==> config.mk <==
export PLATFORM = sky130hd
export DESIGN_NAME = pid_ctrl_gen
export DESIGN_NICKNAME = d
export VERILOG_FILES = /design/src/rtl/pid_ctrl_gen.sv
export SDC_FILE = /design/constraint.sdc
export NUM_CORES = 1
export LEC_CHECK = 0
export CAP_MARGIN = 40
export CORE_MARGIN = 5
export CORE_UTILIZATION = 65
export DETAILED_ROUTE_END_ITERATION = 6
export HOLD_SLACK_MARGIN = 0.02
export PLACE_DENSITY = 0.95
export SYNTH_ARGS = -nofsm -noshare
export SYNTH_HDL_FRONTEND = slang
export SYNTH_SLANG_ARGS = --single-unit
==> constraint.sdc <==
create_clock -name clk -period 34.2 [get_ports clk]
set_clock_uncertainty 0.1 [all_clocks]
set_input_delay 6.84 -clock clk [delete_from_list [all_inputs] [get_ports clk]]
set_output_delay 6.84 -clock clk [all_outputs]
set_load 0.05 [all_outputs]
==> src/rtl/pid_ctrl_gen.sv <==
// pid_ctrl_gen: 2-stage pipelined balance PID controller with runtime gains and OFF/SOFT/RUN soft-start.
// Define PID_INT_LEAK_EN to add a (integ >>> LEAK_SHFT) leak term to the integrator update.
module pid_ctrl_gen #(
    parameter int PTCH_W    = 16,
    parameter int ERR_W     = 10,
    parameter int INT_W     = 18,
    parameter int OUT_W     = 12,
    parameter int SS_W      = 27,
    parameter int FAST_SIM  = 1,
    parameter int LEAK_SHFT = 8
) (
    input  logic                     clk,
    input  logic                     rst_n,
    input  logic                     vld,
    input  logic                     pwr_up,
    input  logic                     rider_off,
    input  logic signed [PTCH_W-1:0] ptch,
    input  logic signed [PTCH_W-1:0] ptch_rt,
    input  logic        [5:0]        kp,
    input  logic        [2:0]        ki_shft,
    input  logic        [3:0]        kd_shft,
    output logic signed [OUT_W-1:0]  PID_cntrl,
    output logic                     cntrl_vld,
    output logic        [7:0]        ss_tmr,
    output logic        [1:0]        state,
    output logic                     int_sat
);
    typedef enum logic [1:0] {OFF = 2'b00, SOFT = 2'b01, RUN = 2'b10} state_e;
    localparam logic [SS_W-1:0] SS_STEP = (FAST_SIM != 0) ? SS_W'(256) : SS_W'(1);

    if (LEAK_SHFT < 1 || LEAK_SHFT >= INT_W) begin : g_leak_chk
        $error("LEAK_SHFT must lie in 1..INT_W-1");
    end

    state_e                   state_q, state_d;
    logic [SS_W-1:0]          ss_q, ss_d;
    logic signed [ERR_W-1:0]  err_q, err_d, err_sat;
    logic signed [PTCH_W-1:0] rt_q, rt_d, d_sh;
    logic signed [INT_W-1:0]  integ_q, integ_d, err_ext, nxt, i_sh;
    logic signed [OUT_W-1:0]  pid_q, pid_d, pid_sat;
    logic                     v1_q, v1_d, sat_q, sat_d, cv_q, cv_d;
    logic                     ss_full, clr, ovf;
    logic signed [ERR_W+6:0]  p_term;
    logic signed [ERR_W+5:0]  i_term;
    logic signed [PTCH_W:0]   d_neg;
    logic signed [ERR_W+3:0]  d_term;
    logic signed [ERR_W+8:0]  sum;
    logic signed [ERR_W+17:0] prod, scaled;

    assign ss_tmr    = ss_q[SS_W-1 -: 8];
    assign ss_full   = ss_tmr == 8'hFF;
    assign state     = state_q;
    assign PID_cntrl = pid_q;
    assign cntrl_vld = cv_q;
    assign int_sat   = sat_q;

    always_comb begin
        state_d = state_q;
        if (!pwr_up)
            state_d = OFF;
        else if (state_q == OFF)
            state_d = SOFT;
        else if (state_q == SOFT && ss_full)
            state_d = RUN;
        ss_d = !pwr_up ? '0 : ss_full ? ss_q : ss_q + SS_STEP;
    end

    // Stage 1: saturate pitch into the error, accumulate with a sign-flip overflow guard.
    always_comb begin
        err_sat = ((&ptch[PTCH_W-1:ERR_W-1]) | ~(|ptch[PTCH_W-1:ERR_W-1])) ? ptch[ERR_W-1:0]
                : {ptch[PTCH_W-1], {(ERR_W-1){~ptch[PTCH_W-1]}}};
        err_ext = {{(INT_W-ERR_W){err_sat[ERR_W-1]}}, err_sat};
`ifdef PID_INT_LEAK_EN
        nxt = integ_q - (integ_q >>> LEAK_SHFT) + err_ext;
`else
        nxt = integ_q + err_ext;
`endif
        ovf     = (integ_q[INT_W-1] == err_sat[ERR_W-1]) && (nxt[INT_W-1] != integ_q[INT_W-1]);
        clr     = rider_off || state_q == OFF;
        integ_d = clr ? '0 : (vld && !ovf) ? nxt : integ_q;
        sat_d   = !clr && vld && ovf;
        err_d   = vld ? err_sat : err_q;
        rt_d    = vld ? ptch_rt : rt_q;
        v1_d    = vld && pwr_up;
    end

    // Stage 2: P/I/D terms, soft-start scaling, output saturation.
    always_comb begin
        p_term = (ERR_W+7)'(err_q) * (ERR_W+7)'($signed({1'b0, kp}));
        i_sh   = integ_q >>> ki_shft;
        i_term = ((&i_sh[INT_W-1:ERR_W+5]) | ~(|i_sh[INT_W-1:ERR_W+5])) ? i_sh[ERR_W+5:0]
               : {i_sh[INT_W-1], {(ERR_W+5){~i_sh[INT_W-1]}}};
        d_sh   = rt_q >>> kd_shft;
        d_neg  = -(PTCH_W+1)'(d_sh);
        d_term = ((&d_neg[PTCH_W:ERR_W+3]) | ~(|d_neg[PTCH_W:ERR_W+3])) ? d_neg[ERR_W+3:0]
               : {d_neg[PTCH_W], {(ERR_W+3){~d_neg[PTCH_W]}}};
        sum    = (ERR_W+9)'(p_term) + (ERR_W+9)'(i_term) + (ERR_W+9)'(d_term);
        prod   = (ERR_W+18)'(sum) * (ERR_W+18)'($signed({1'b0, ss_tmr}));
        scaled = '0;
        if (state_q == RUN)
            scaled = (ERR_W+18)'(sum);
        else if (state_q == SOFT)
            scaled = prod >>> 8;
        pid_sat = ((&scaled[ERR_W+17:OUT_W-1]) | ~(|scaled[ERR_W+17:OUT_W-1])) ? scaled[OUT_W-1:0]
                : {scaled[ERR_W+17], {(OUT_W-1){~scaled[ERR_W+17]}}};
        pid_d   = !pwr_up ? '0 : v1_q ? pid_sat : pid_q;
        cv_d    = pwr_up && v1_q;
    end

    always_ff @(posedge clk or negedge rst_n) begin
        if (!rst_n) begin
            state_q <= OFF;
            ss_q    <= '0;
            err_q   <= '0;
            rt_q    <= '0;
            integ_q <= '0;
            v1_q    <= 1'b0;
            sat_q   <= 1'b0;
            pid_q   <= '0;
            cv_q    <= 1'b0;
        end else begin
            state_q <= state_d;
            ss_q    <= ss_d;
            err_q   <= err_d;
            rt_q    <= rt_d;
            integ_q <= integ_d;
            v1_q    <= v1_d;
            sat_q   <= sat_d;
            pid_q   <= pid_d;
            cv_q    <= cv_d;
        end
    end
endmodule

### Word-level counts from Yosys, hierarchy flattened

Cells that the tools add are included.

| storage, ports and cells | value |
|---|---|
| register bits | 88 |
| output and inout bits | 24 |

| operators by class | value |
|---|---|
| add/subtract/negate cells | 5 |
| $mul | 2 |
| eq/ne operators | 8 |
| shifts and indexed selects | 2 |
| multiplexer cells | 15 |
| bitwise gates (word level) | 12 |
| reductions and logical operators | 20 |

Operators with widths:

| operator | number |
|---|---|
| 28-bit two-way mux | 2 |
| 27-bit two-way mux | 2 |
| 12-bit two-way mux | 3 |
| 18-bit two-way mux | 2 |
| 19-bit by 9-bit multiplier with 28-bit output | 1 |
| 27-bit by 9-bit adder with 27-bit output (second input constant) | 1 |
| 18-bit by 14-bit adder with 19-bit output | 1 |
| 17-bit by 16-bit adder with 18-bit output | 1 |
| 18-bit by 10-bit adder with 18-bit output | 1 |
| 18-bit by 3-bit >>> shifter with 18-bit output | 1 |
| 10-bit by 7-bit multiplier with 17-bit output | 1 |
| 16-bit negator with 17-bit output | 1 |
| 17-bit AND reduction | 1 |
| 17-bit OR reduction | 1 |
| 16-bit two-way mux | 1 |
| 16-bit by 4-bit >>> shifter with 16-bit output | 1 |
| 14-bit two-way mux | 1 |
| 10-bit two-way mux | 1 |
| 8-bit == test (second input constant) | 1 |
| 1-bit NOT | 8 |
| 1-bit logical AND | 7 |
| 7-bit AND reduction | 1 |
| 7-bit OR reduction | 1 |
| 2-bit two-way mux | 3 |
| other kinds (16) | 20 |

### Logic depth before layout (Yosys ltp)

| depth | value |
|---|---|
| depth after elaboration | 16 |
| mapped depth | 50 |
| mapped depth without buffers | 47 |

### Least setup slack after synthesis

No wires, ideal clock.

| path | value |
|---|---|
| path type | input to register |
| from | in kd_shft[0] |
| to | reg pid_q[0] (netlist: PID_cntrl[0]) |
| setup time | 0.134 ns |
| data arrival time | 18.481 ns |
| setup slack | 15.486 ns |
| cell stages on the path | 46 |
| path buffers | 4 |
| cells stage by stage | buf_6 > mux2_2 > mux4_2 > mux2i_4 > ha_1 > inv_1 > a311o_1 > nor4_1 > nand4_1 > o21ai_2 > a21oi_1 > nor2b_4 > buf_6 > o21a_1 > fa_1 > fa_1 > fa_1 > fa_1 > [10 not listed] > inv_1 > fa_1 > fa_1 > inv_1 > fa_1 > inv_1 > ha_1 > clkbuf_1 > nand3_1 > or3_1 > o32a_1 > o31ai_2 > mux2i_1 > nor4_1 > o2111ai_1 > o311ai_2 > buf_2 > nand4_1 |

| on the way | value |
|---|---|
| cells in the longest elaborated chain, start to end | 16 |
| elaborated cells on any way between the ends | 20 |
| classes of those cells | add/sub (2); mul (1); shift (1); mux (6); bitwise (6); reduce/logical (4) |

RTL lines:

| what | line | RTL |
|---|---|---|
| start: declaration | 21 | `input logic [3:0] kd_shft,` |
| 16-bit by 4-bit >>> shifter with 16-bit output * | 93 | `d_sh = rt_q >>> kd_shft;` |
| 16-bit negator with 17-bit output * | 94 | `d_neg = -(PTCH_W+1)'(d_sh);` |
| 4-bit OR reduction | 95 | `d_term = ((&d_neg[PTCH_W:ERR_W+3]) \| ~(\|d_neg[PTCH_W:ERR_W+3])) ? d_neg[ERR_W+3:0]` |
| 1-bit NOT | 95 |  |
| 1-bit bitwise OR | 95 |  |
| 14-bit two-way mux * | 95 |  |
| 18-bit by 14-bit adder with 19-bit output * | 97 | `sum = (ERR_W+9)'(p_term) + (ERR_W+9)'(i_term) + (ERR_W+9)'(d_term);` |
| 19-bit by 9-bit multiplier with 28-bit output | 98 | `prod = (ERR_W+18)'(sum) * (ERR_W+18)'($signed({1'b0, ss_tmr}));` |
| 28-bit two-way mux | 102 | `else if (state_q == SOFT)` |
| 28-bit two-way mux * | 100 | `if (state_q == RUN)` |
| 17-bit OR reduction | 104 | `pid_sat = ((&scaled[ERR_W+17:OUT_W-1]) \| ~(\|scaled[ERR_W+17:OUT_W-1])) ? scaled[OUT_W-1:0]` |
| 1-bit NOT | 104 |  |
| 1-bit bitwise OR | 104 |  |
| 12-bit two-way mux * | 104 |  |
| 12-bit two-way mux * (2 in series) | 106 | `pid_d = !pwr_up ? '0 : v1_q ? pid_sat : pid_q;` |
| end signal: assignment | 129 | `pid_q <= pid_d;` |
| end: declaration | 40 | `logic signed [OUT_W-1:0] pid_q, pid_d, pid_sat;` |

Every way passes the cells marked *; elsewhere a longest branch is shown, timed or not. The select of a mux whose other input is x is not followed.
A chain may end at the register's enable or synchronous reset.

### Final worst setup path

| path | value |
|---|---|
| from | in kd_shft[1] |
| to | reg pid_q[1] (netlist: PID_cntrl[1]) |

The elaborated chain is that of the path after synthesis.

==> flow_summary.json <==
{
  "r2r_slack_ns": 19.53,
  "clockRootBuffer": "sky130_fd_sc_hd__clkbuf_16",
  "final.fill_count": 1655,
  "postCtsSetupBuffers": 0,
  "critPathKind": "in2reg",
  "worst_skew_pair.late_latency_ns": 0.37,
  "path_clk_slew_ns": 0.07,
  "antenna_left": 0,
  "cts_made_buffers": 9,
  "floorplan.die.height_um": 163,
  "fin_cells": 2104,
  "timing_hold_violations_final": 0,
  "syn_inst": 1753,
  "setup_total_negative_slack_ns": 0,
  "synth_to_layout_area_growth_pct": 8.33,
  "postPlaceCellArea_um2": 16200,
  "routedWlPerCell_um": 19.6,
  "ys_seq_elements": 80,
  "finalCriticalPeriod_ns": 21.70,
  "core_area_um2": 23300,
  "yosys_warnings": 0,
  "tightestPinTransition_ns": 1.00,
  "slew_viol_final": 0,
  "cts_num_sinks": 80,
  "global_route_wire_length_before_repair_um": 69700,
  "global_route.overflow_total": 0,
  "detail_route.vias_per_cell": 6.36,
  "pin_count_of_the_biggest_net_entering_global_routing": 64,
  "place_inst": 2085,
  "largest_family_of_logic_cells_by_synthesized_area": "adder cells",
  "synth.cell_area_um2": 15300,
  "synth_area_in_xor_xnor_pct": 3.55,
  "grt_antenna_before_repair": 1,
  "status": "finished, final reports clean",
  "data_required_critical_path_ns": 34.28,
  "timing.hold.worst.start": "PID_cntrl[9]",
  "power.density_nw_per_um2": 63.5,
  "clk_path_buf_depth": 2,
  "yosys.cell_types.count": 88,
  "final_core_util_pct": 70.9,
  "postSynthNetCount": 2110,
  "stdcell_area_um2": 16600,
  "syn-mean-instance-area_um2": 8.72,
  "grt_setup_unrepaired": "false",
  "net_count_reported_at_finish": 2136,
  "postCtsHoldBufs": 0,
  "leakage_power_nw": 8.03,
  "critical_path.most_common_cell": "sky130_fd_sc_hd__fa_1",
  "critPathMaxStageDelay_ns": 0.89,
  "final.period_utilization_pct": 63.5,
  "synth_enable_flop_cells": 0,
  "finalSetupViolations": 0,
  "synthSimpleGateAreaFrac_pct": 19.6,
  "routed_wl_um": 41200,
  "chipWidth_um": 163,
  "max-vdd-ir-drop_mv": 0.115,
  "drc_errors": 0,
  "synth_mux_area_share_pct": 7.28,
  "hpwl_um": 31500,
  "die-area_um2": 26700,
  "timing.rr.start": "rt_q[15]",
  "synthAdderAreaFrac_pct": 34.9,
  "final_cell_mix": "281 x sky130_fd_sc_hd__inv_1, 198 x sky130_fd_sc_hd__fa_1, 167 x sky130_fd_sc_hd__nand2_1, 124 x sky130_fd_sc_hd__and2_1, 109 x sky130_fd_sc_hd__ha_1",
  "timing.slew.headroom_pct": 33.0,
  "maxCapViolCount": 0,
  "io_pins": 74,
  "initial_core_util_pct": 65.5,
  "timing.critical_path.from": "kd_shft[1]",
  "layout-drive-gt1-share_pct": 6.00,
  "number_of_global_route_vias_before_repair": 14128,
  "route.vias.total": 13389,
  "worst_setup_path_start_kind": "primary input",
  "drt_pre_antenna_iters": 6,
  "max_clock_freq_mhz": 46.1,
  "min_path_type": "reg2reg",
  "sequential_share_of_the_synthesized_area_pct": 13.1,
  "finalHoldWorstSlack_ns": 0.414,
  "worst-path-max-fanout": 23,
  "gr-usage-all-layers_pct": 32.3,
  "tritoncts": "done",
  "worst-endpoint-arrival_ns": 21.79,
  "place.port_buffers": 73,
  "ys_dominant_reg_cell": "sky130_fd_sc_hd__dfrtp_1",
  "fp-row-count": 56,
  "endpoint_kind": "flop",
  "place.gp.congestion": 0.998,
  "htreeDepth": 3,
  "proportion_of_synthesized_flip_flops_having_asynchronous_set_or_reset_pct": 100,
  "cts_resized": 0,
  "detailedRoute.firstIterationViolations": 1440,
  "synth_compound_gate_area_share_pct": 12.6,
  "most_common_cell_after_layout_fill_and_taps_aside": "sky130_fd_sc_hd__inv_1",
  "worst_path_max_delay_cell": "sky130_fd_sc_hd__clkdlybuf4s50_1"
}
## state kept, by name, summed over array words and instances, names as in the netlist, 2 cells and up
name / cells
PID_cntrl: 12
err_q: 10
state: 2
rt_q: 16
ss_q: 19
integ_q: 18
## where the power goes
group	leakage (nW)	switching, mW	internal (mW)
clock network	0.154	0.0482	0.0584
logic	6.83	0.577	0.260
registers	1.05	0.00803	0.0993
## critical path: cells and delay by family
family / cells / cell delay [ns]
AO/OA/AOI/OAI: 11 / 3.59
XOR/XNOR: 1 / 0.71
adder cells (fa/ha/maj): 11 / 5.28
buffers and inverters: 6 / 1.20
multiplexers: 2 / 0.48
AND/OR/NAND/NOR: 12 / 3.67
## metrics by stage
| step | setup WS (ns) | total power [mW] |
|---|---|---|
| floorplan | 15.49 | 0.661 |
| global placement | 12.48 | 0.862 |
| detailed placement | 12.45 | 0.906 |
| CTS | 12.76 | 1.02 |
| global route | 11.68 | 1.13 |
| finish | 12.50 | 1.05 |
## layout make-up
| class | count | area [um2] | share of cell area, % |
|---|---|---|---|
| clock buffer | 9 | 225 | 1.36 |
| clock inverter | 7 | 87.6 | 0.529 |
| sequential | 80 | 2000 | 12.1 |
| multi-input combinational | 1319 | 11900 | 71.9 |
| inverter | 281 | 1050 | 6.37 |
| antenna | 1 | 2.50 | 0.0151 |
| timing repair buffer | 88 | 883 | 5.34 |
| tap | 319 | 399 | 2.41 |
## kinds of logic after synthesis
group | Yosys count
AOI/OAI and AO/OA | 282
xor gates and xnor gates | 62
adders and majority gates | 307
buffers and inverters | 354
DFF | 80
muxes | 90
and+or+nand+nor | 578
## Yosys cell counts (all sizes together) (4+ instances only)
library cell,instances,area (um2)
inv,281,1050
fa,198,3960
nand2,167,627
and2,126,788
ha,109,1360
dfrtp,80,2000
nor2,78,293
a21oi,69,345
o21ai,63,319
clkbuf,53,199
mux2i,42,433
xnor2,42,368
nand3,41,210
mux2,36,409
nand4,31,194
nor2b,31,201
a21o,27,203
nor3,22,110
buf,20,126
xor2,20,175
nand2b,19,119
o21a,18,135
and3,16,100
a211oi,12,90.1
mux4,12,270
a31oi,10,83.8
or2,10,62.6
o211ai,9,67.6
or3,9,56.3
nor4,8,50.1
a21boi,6,45.0
o22ai,6,43.8
o31ai,6,50.1
a2111oi,4,42.5
nand3b,4,30.0
o21bai,4,30.0
o221ai,4,35.0
or4,4,30.0
## worst paths after layout
| check | to | cells after the start |
|---|---|---|
| worst max-delay path | PID_cntrl[1] | 43 |
| worst min register to register | PID_cntrl[9] | 2 |
| max in group asynchronous | PID_cntrl[7] | 2 |
| worst max register to register | PID_cntrl[1] | 42 |
| worst min-delay path | PID_cntrl[9] | 2 |
| min in group asynchronous | integ_q[10] | 1 |
## layer usage
metal,share of wire (%),vias to the layer above,global-route usage [%]
met4,5.1,0,14.9
li1,-,5845,-
met5,0,-,0
met2,48,796,53.9
met1,38,6520,40.6
met3,8.9,228,6.71
Note: power is estimated with default switching activity, not from simulation.
